[src/rtl/topk_group_sum.sv]
// topk_group_sum: streaming top-K group-sum tracker.
// Values accumulate into a group until a separator (or the final beat) closes
// it. Each non-empty group sum is inserted into a descending top-K list one
// cycle later, so closes can arrive on every cycle.
// Ports:
//   clk, rst_n        clock / async active-low reset
//   clear             sync pulse, zeroes all state and returns to RUN
//   in_valid/in_ready beat handshake; in_data, in_sep, in_last beat fields
//   out_valid         results are final (DONE state)
//   out_max           largest group sum
//   out_topk_sum      sum of the K tracked entries
//   out_groups        non-empty groups closed (saturating)
//   out_ovf           sticky accumulator saturation flag

// One entry of the sorted list. It takes the candidate if the candidate beats
// this entry but not the one above. Otherwise it takes the entry above, which
// shifts down.
module topk_slot #(
  parameter int SUM_W = 64,
  parameter bit FIRST = 1'b0
) (
  input  logic             clk,
  input  logic             rst_n,
  input  logic             clear,
  input  logic             ins,
  input  logic [SUM_W-1:0] cand,
  input  logic             gt_prev,
  input  logic [SUM_W-1:0] top_prev,
  output logic [SUM_W-1:0] top,
  output logic             gt
);
  // Strict compare: an equal candidate lands after the existing entry.
  assign gt = cand > top;

  always_ff @(posedge clk or negedge rst_n) begin
    if (!rst_n)             top <= '0;
    else if (clear)         top <= '0;
    else if (ins && gt)     top <= (gt_prev && !FIRST) ? top_prev : cand;
  end
endmodule

module topk_group_sum #(
  parameter int DATA_W = 32,
  parameter int SUM_W  = 64,
  parameter int K      = 3,
  parameter int CNT_W  = 16
) (
  input  logic                          clk,
  input  logic                          rst_n,
  input  logic                          clear,
  input  logic                          in_valid,
  output logic                          in_ready,
  input  logic [DATA_W-1:0]             in_data,
  input  logic                          in_sep,
  input  logic                          in_last,
  output logic                          out_valid,
  output logic [SUM_W-1:0]              out_max,
  output logic [SUM_W+$clog2(K+1)-1:0]  out_topk_sum,
  output logic [CNT_W-1:0]              out_groups,
  output logic                          out_ovf
);
  localparam int OUT_W  = SUM_W + $clog2(K+1);
  localparam int AW     = ((SUM_W > DATA_W) ? SUM_W : DATA_W) + 1;
  // Last beat -> insert -> sum register: two cycles of drain.
  localparam int STAGES = 1;

  localparam logic [1:0] S_RUN   = 2'd0;
  localparam logic [1:0] S_DRAIN = 2'd1;
  localparam logic [1:0] S_DONE  = 2'd2;

  logic [1:0]             state;
  logic                   rdy_q;
  logic [STAGES:0]        vld_pipe;
  logic [SUM_W-1:0]       acc, cand;
  logic                   acc_nz, cand_v;
  logic [CNT_W-1:0]       groups;
  logic                   ovf;
  logic [OUT_W-1:0]       topk_q, tsum;
  logic [K-1:0][SUM_W-1:0] top;
  logic [K-1:0]           gt;

  logic             take, close, beat_nz, sat;
  logic [AW-1:0]    wide;
  logic [SUM_W-1:0] acc_add, close_val;

  assign in_ready = rdy_q && (state == S_RUN);
  // Clear beats a simultaneous input beat.
  assign take     = in_valid && in_ready && !clear;
  assign wide     = AW'(acc) + AW'(in_data);
  assign sat      = (wide >> SUM_W) != '0;
  assign acc_add  = sat ? '1 : wide[SUM_W-1:0];
  assign close    = take && (in_sep || in_last);
  // A data beat makes the group real even if its value is zero.
  assign beat_nz  = acc_nz || !in_sep;
  assign close_val = in_sep ? acc : acc_add;

  genvar i;
  generate
    for (i = 0; i < K; i++) begin : g_slot
      if (i == 0) begin : g_first
        topk_slot #(.SUM_W(SUM_W), .FIRST(1'b1)) u_slot (
          .clk(clk), .rst_n(rst_n), .clear(clear), .ins(cand_v), .cand(cand),
          .gt_prev(1'b0), .top_prev('0), .top(top[i]), .gt(gt[i]));
      end else begin : g_rest
        topk_slot #(.SUM_W(SUM_W), .FIRST(1'b0)) u_slot (
          .clk(clk), .rst_n(rst_n), .clear(clear), .ins(cand_v), .cand(cand),
          .gt_prev(gt[i-1]), .top_prev(top[i-1]), .top(top[i]), .gt(gt[i]));
      end
    end
  endgenerate

  always_comb begin
    tsum = '0;
    for (int j = 0; j < K; j++) tsum = tsum + OUT_W'(top[j]);
  end

  // Ready comes up on the first edge after reset; clear leaves it alone.
  always_ff @(posedge clk or negedge rst_n) begin
    if (!rst_n) rdy_q <= 1'b0;
    else        rdy_q <= 1'b1;
  end

  always_ff @(posedge clk or negedge rst_n) begin
    if (!rst_n) begin
      state    <= S_RUN;
      vld_pipe <= '0;
      acc      <= '0;
      acc_nz   <= 1'b0;
      cand     <= '0;
      cand_v   <= 1'b0;
      groups   <= '0;
      ovf      <= 1'b0;
      topk_q   <= '0;
    end else if (clear) begin
      state    <= S_RUN;
      vld_pipe <= '0;
      acc      <= '0;
      acc_nz   <= 1'b0;
      cand     <= '0;
      cand_v   <= 1'b0;
      groups   <= '0;
      ovf      <= 1'b0;
      topk_q   <= '0;
    end else begin
      vld_pipe <= {vld_pipe[STAGES-1:0], take && in_last};
      topk_q   <= tsum;
      cand_v   <= close && beat_nz;
      if (close && beat_nz) begin
        cand <= close_val;
        if (groups != '1) groups <= groups + CNT_W'(1);
      end
      if (take && !in_sep && sat) ovf <= 1'b1;
      if (close) begin
        acc    <= '0;
        acc_nz <= 1'b0;
      end else if (take && !in_sep) begin
        acc    <= acc_add;
        acc_nz <= 1'b1;
      end
      case (state)
        S_RUN:   if (take && in_last) state <= S_DRAIN;
        S_DRAIN: if (vld_pipe[STAGES]) state <= S_DONE;
        default: state <= state;
      endcase
    end
  end

  assign out_valid    = (state == S_DONE);
  assign out_max      = top[0];
  assign out_topk_sum = topk_q;
  assign out_groups   = groups;
  assign out_ovf      = ovf;
endmodule

[config.mk]
export PLATFORM = sky130hd
export DESIGN_NAME = topk_group_sum
export DESIGN_NICKNAME = d
export VERILOG_FILES = /design/src/rtl/topk_group_sum.sv
export SDC_FILE = /design/constraint.sdc
export NUM_CORES = 1
export LEC_CHECK = 0
export BUFFER_PORTS_ARGS = -buffer_cell sky130_fd_sc_hd__buf_2
export CAP_MARGIN = 20
export CORE_MARGIN = 2
export CORE_UTILIZATION = 50
export DETAILED_ROUTE_END_ITERATION = 7
export PLACE_DENSITY = 0.75
export SYNTH_ARGS = -nofsm -noshare
export SYNTH_HDL_FRONTEND = slang
export SYNTH_HIERARCHICAL = 1
export SYNTH_SLANG_ARGS = --single-unit
export TNS_END_PERCENT = 30
[constraint.sdc]
create_clock -name clk -period 4.2 [get_ports clk]
set_input_delay 0.84 -clock clk [delete_from_list [all_inputs] [get_ports clk]]
set_output_delay 0.84 -clock clk [all_outputs]
set_load 0.005 [all_outputs]
[Yosys cells after proc, flatten, opt, wreduce, memory -nomap -nowiden]
Cells that the tools add are included.
Operators by class
  $add $sub $neg: 4
  order comparisons: 3
  equal/unequal tests: 5
  multiplexer cells: 30
  reduce and logical (&&, ||, !) cells: 26
Operator list (count)
  $mux W64: 15
  $gt A64 B64 Y1: 3
  $add A65 B64 Y66: 1
  $mux W66: 1
  $add A64 B32 Y65: 1
  $add A64 B64 Y65: 1
  $mux W16: 3
  $add A16 B1 Y16 const B: 1
  $ne A16 B16 Y1 const B: 1
  $reduce_bool A2 Y1: 6
  $logic_and A1 B1 Y1: 11
  $mux W2: 4
  $mux W1: 6
  $reduce_bool A3 Y1: 2
  $pmux W2 S2: 1
  $ne A3 B2 Y1 const B: 1
  $ne A3 B3 Y1 const B: 1
  $reduce_and A3 Y1: 1
  $eq A2 B1 Y1 const B: 1
  $eq A2 B2 Y1 const B: 1
  $logic_not A1 Y1: 2
  $logic_not A2 Y1: 1
  $logic_or A1 B1 Y1: 2
  $reduce_and A2 Y1: 1
Storage, ports and cells
  flip-flop bits (word level): 410
  output and inout bits: 149

[Logic depth before layout (Yosys ltp)]
  depth after elaboration: 8
  depth in mapped cells: 16
  depth with buffers taken out: 16

[Modules after synthesis]
Netlist, hierarchy kept.
Modules (own cells, without submodules)
  topk_group_sum: instances 1, cells each 1820, area each 16097.9 um^2
  topk_slot (g_slot[1].g_rest.u_slot ...): instances 2, cells each 531, area each 5366.4 um^2
  topk_slot (g_slot[0].g_first.u_slot): instances 1, cells each 509, area each 4921.0 um^2

[Least setup slack after synthesis]
No wires, ideal clock.
  path type: register -> register
  from: register cand[11]
  to: register g_slot[2].g_rest.u_slot.top[0]
  setup time: 0.161 ns
  arrival: 3.422 ns
  slack: 0.616 ns
  stages on the path, launching flop included: 14
  path through: dfrtp_1 > ha_1 > nand4_1 > or4_1 > a21o_1 > a31oi_1 > or4b_4 > and2_1 > buf_6 > buf_6 > clkbuf_1 > clkbuf_1 > mux2i_1 > a311oi_2
On the way
  word-level cells in the longest chain between the ends: 4
Ends and longest elaborated chain
  start, declared: RTL line 74  | logic [SUM_W-1:0] acc, cand;
  start signal, assigned: RTL line 149  | cand <= close_val;
  $gt A64 B64 Y1: RTL line 33  | assign gt = cand > top;
  net gt[1]: RTL line 80  | logic [K-1:0] gt;
  $mux W64 (2 in series): RTL line 38  | else if (ins && gt) top <= (gt_prev && !FIRST) ? top_prev : cand;
  $mux W64: RTL line 37  | else if (clear) top <= '0;
  end signal, assigned: RTL line 38
  end, declared: RTL line 29  | output logic [SUM_W-1:0] top,
The timed path passes the listed nets, and every way through them passes these cells. The select of a mux whose other input is x is not followed.
A chain may end at the register's enable or synchronous reset.

[Worst setup path after layout]
  from: register g_slot[1].g_rest.u_slot.top[2]
  to: register topk_q[58], in the netlist out_topk_sum[58]
On the way
  word-level cells in the longest chain between the ends: 3
Ends and longest elaborated chain
  start, declared: RTL line 29
  start signal, assigned: RTL line 38
  $add A64 B64 Y65: RTL line 114  | for (int j = 0; j < K; j++) tsum = tsum + OUT_W'(top[j]);
  $add A65 B64 Y66: RTL line 114
  $mux W66: RTL line 134  | end else if (clear) begin
  end signal, assigned: RTL line 146  | topk_q <= tsum;
  end, declared: RTL line 78  | logic [OUT_W-1:0] topk_q, tsum;
No other way between the ends.

==> results.yml <==
outcome:
  outcome: "finished clean"
finish:
  final_nets: 3931
  synthToLayoutAreaGrowth_pct: 12.1
  layout.cell_area.non_filler_sq_um: 35600
  most_common_cell_after_layout_fill_and_taps_aside: "sky130_fd_sc_hd__dfrtp_1"
  n_antenna_cell: 0
  commonest_cells_after_routing_fill_and_taps_aside: "sky130_fd_sc_hd__dfrtp_1 (409), sky130_fd_sc_hd__a21oi_1 (321), sky130_fd_sc_hd__ha_1 (288)"
  drive_gt1_share_pct: 15.5
critical_path:
  worst_ep_required_time_ns: 4.70
  path_max_fanout: 5
  cp_cell_sequence: "fa_1, ha_1, a211oi_1, o21ai_0, a21oi_1, buf_4, nor2_1, o21ai_2, o31a_1, o31a_1, o31ai_4, a31oi_1, mux2_1"
  crit_buf_inv: 1
  timing.critical_path.to_type: "flip-flop"
  cp_data_arrival_time_ns: 4.54
  timing.critical_path.mode_cell: "sky130_fd_sc_hd__o31a_1"
  cp-start-kind: "flip-flop"
  cp_slowest_stage_delay_ns: 0.51
  reg2reg_setup_slack_ns: 0.17
  path_delay_family: "compound AO/OA/AOI/OAI gates"
  slowest_stage: "sky130_fd_sc_hd__fa_1"
  timing_worst_setup_path_type: "reg2reg"
placed_design:
  dp.final_hpwl_microns: 69300
  post_dp_cell_area_sq_um: 33800
  pre_cts_slack_ns: 0.151
  globalplace.congestion: 0.940
  io_buffer_count: 186
timing:
  final.setup.tns_ns: 0
  worst_slew_pin_slew_ns: 1.01
  clock_skew_ns: 0.0352
  final_min_period_over_clock_period_pct: 96.1
  setup_viol_count_final: 0
  grt_setup_unrepaired: "false"
  fmaxAchievable_ghz: 0.248
  slew_headroom_pct: 33.0
  setup_ws_ns: 0.166
  timing_max_transition_violations_final: 0
  finalHoldViolCount: 0
  fin_crit_ns: 4.03
pwr:
  power.ir.vdd_worst_mv: 0.859
  power_density_nw_per_um2: 390
  power_w: 0.0139
  power.leakage_nw: 16.1
floorplan:
  initial_core_util_pct: 50.4
  die_outline_area_sq_um: 65500
  boundaryPins: 187
  rows: 92
  core_area_sq_um: 63000
  die_height_microns: 256
  die_w_microns: 256
clock_network:
  clock-sinks: 410
  cts_tree: "yes"
  worstSkewPairLatency_ns: 0.62
  clock_path_buffers: 3
  cts.root.buffer_cell: "sky130_fd_sc_hd__clkbuf_16"
  ctsHtreeMaxLevel: 2
  worst_setup_hold_path_clk_slew_ns: 0.06
  tritoncts.num_buffers: 49
drt:
  dr.pass1.iters: 6
  post_drt_via_cell_ratio: 6.18
  avgRoutedWirePerCell_microns: 21.6
  finalWirelength_microns: 95600
  first_iter_violations: 2708
  postRouteAntennaNets: 0
  drc: 0
  detailroute.via_count: 27300
global_route:
  grt_antenna_before_repair: 0
  grt_util_all_layers_pct: 28.6
  grt_max_degree: 171
  overflow: 0
  first_global_vias: 26100
  global_route_wire_length_before_repair_microns: 151000
synth:
  syn_area_per_cell_sq_um: 9.37
  postSynthCellCount: 3390
  syn_area_sq_um: 31700
  synthesis_warnings: 6
  synth.net_count: 3782
hold_path:
  hold_path_class: "in2async"
job:
  maxCapViolations: 0
==> flip-flops by register name, summed over array words and instances (netlist names), 2 cells and up <==
| signal | cells |
|---|---|
| out_topk_sum | 66 |
| out_groups | 16 |
| vld_pipe | 2 |
| g_slot.g_first.u_slot/top | 64 |
| acc | 64 |
| g_slot.g_rest.u_slot/top | 128 |
| cand | 64 |
| state | 2 |
==> final timing paths <==
check	start	end	depth (start not counted)
min in group clk	acc_nz	acc_nz	2
worst max-delay path	g_slot[1].g_rest.u_slot/top[2]	out_topk_sum[58]	13
worst max register to register	g_slot[1].g_rest.u_slot/top[2]	out_topk_sum[58]	13
max in group asynchronous	rst_n	out_topk_sum[20]	2
worst min register to register	acc_nz	acc_nz	2
worst min-delay path	rst_n	out_topk_sum[49]	1
==> routing by layer <==
metal | up-vias | track usage (%) | routed length, microns
met2 | 1159 | 43.4 | 41900
met3 | 170 | 4.73 | 7840
met4 | 0 | 9.18 | 2900
met1 | 13400 | 41.7 | 42900
li1 | 12600 | - | -
met5 | - | 0 | 0
==> cell type report <==
| cell class | instances | area, sq um |
|---|---|---|
| well taps | 846 | 1060 |
| flip-flops and latches | 410 | 10300 |
| multi-input cells | 2543 | 19600 |
| clock inverters | 27 | 373 |
| clock buffers | 62 | 1380 |
| inverters | 235 | 882 |
| repair buffers | 300 | 2020 |
| fillers | 5509 | 27400 |
==> power by group <==
group / total [W] / internal, W / switching [W]
Combinational: 0.00501 / 0.00159 / 0.00342
Sequential: 0.00419 / 0.00406 / 0.000128
Clock: 0.00467 / 0.00282 / 0.00185
Total: 0.0139 / 0.00847 / 0.00540
==> through the flow <==
| stage | util (%) | hold slack (ns) | cells |
|---|---|---|---|
| 2_1_floorplan | - | 0.439 | 3390 |
| 3_3_place_gp | 53.7 | 0.448 | 4332 |
| 3_5_place_dp | 53.7 | 0.454 | 4332 |
| 4_1_cts | 56.5 | 0.291 | 4421 |
| 5_1_grt | 56.5 | 0.343 | 4423 |
| 6_report | 56.5 | 0.254 | 4423 |
==> worst register-to-register path, stage by stage (launching register included) <==
cell and delay (ns):
sky130_fd_sc_hd__dfrtp_1 0.43, sky130_fd_sc_hd__fa_1 0.51, sky130_fd_sc_hd__ha_1 0.33, sky130_fd_sc_hd__a211oi_1 0.44
sky130_fd_sc_hd__o21ai_0 0.24, sky130_fd_sc_hd__a21oi_1 0.18, sky130_fd_sc_hd__buf_4 0.16, sky130_fd_sc_hd__nor2_1 0.09
sky130_fd_sc_hd__o21ai_2 0.31, sky130_fd_sc_hd__o31a_1 0.24, sky130_fd_sc_hd__o31a_1 0.36, sky130_fd_sc_hd__o31ai_4 0.12
sky130_fd_sc_hd__a31oi_1 0.19, sky130_fd_sc_hd__mux2_1 0.33
==> repair_timing <==
item / in CTS / in global routing
hold buffers: 0 / 0
buffers inserted: 0 / 2
resized for setup: 0 / 6
endpoints found under the setup margin: 0 / 6
(Power assumes the default switching activity.)
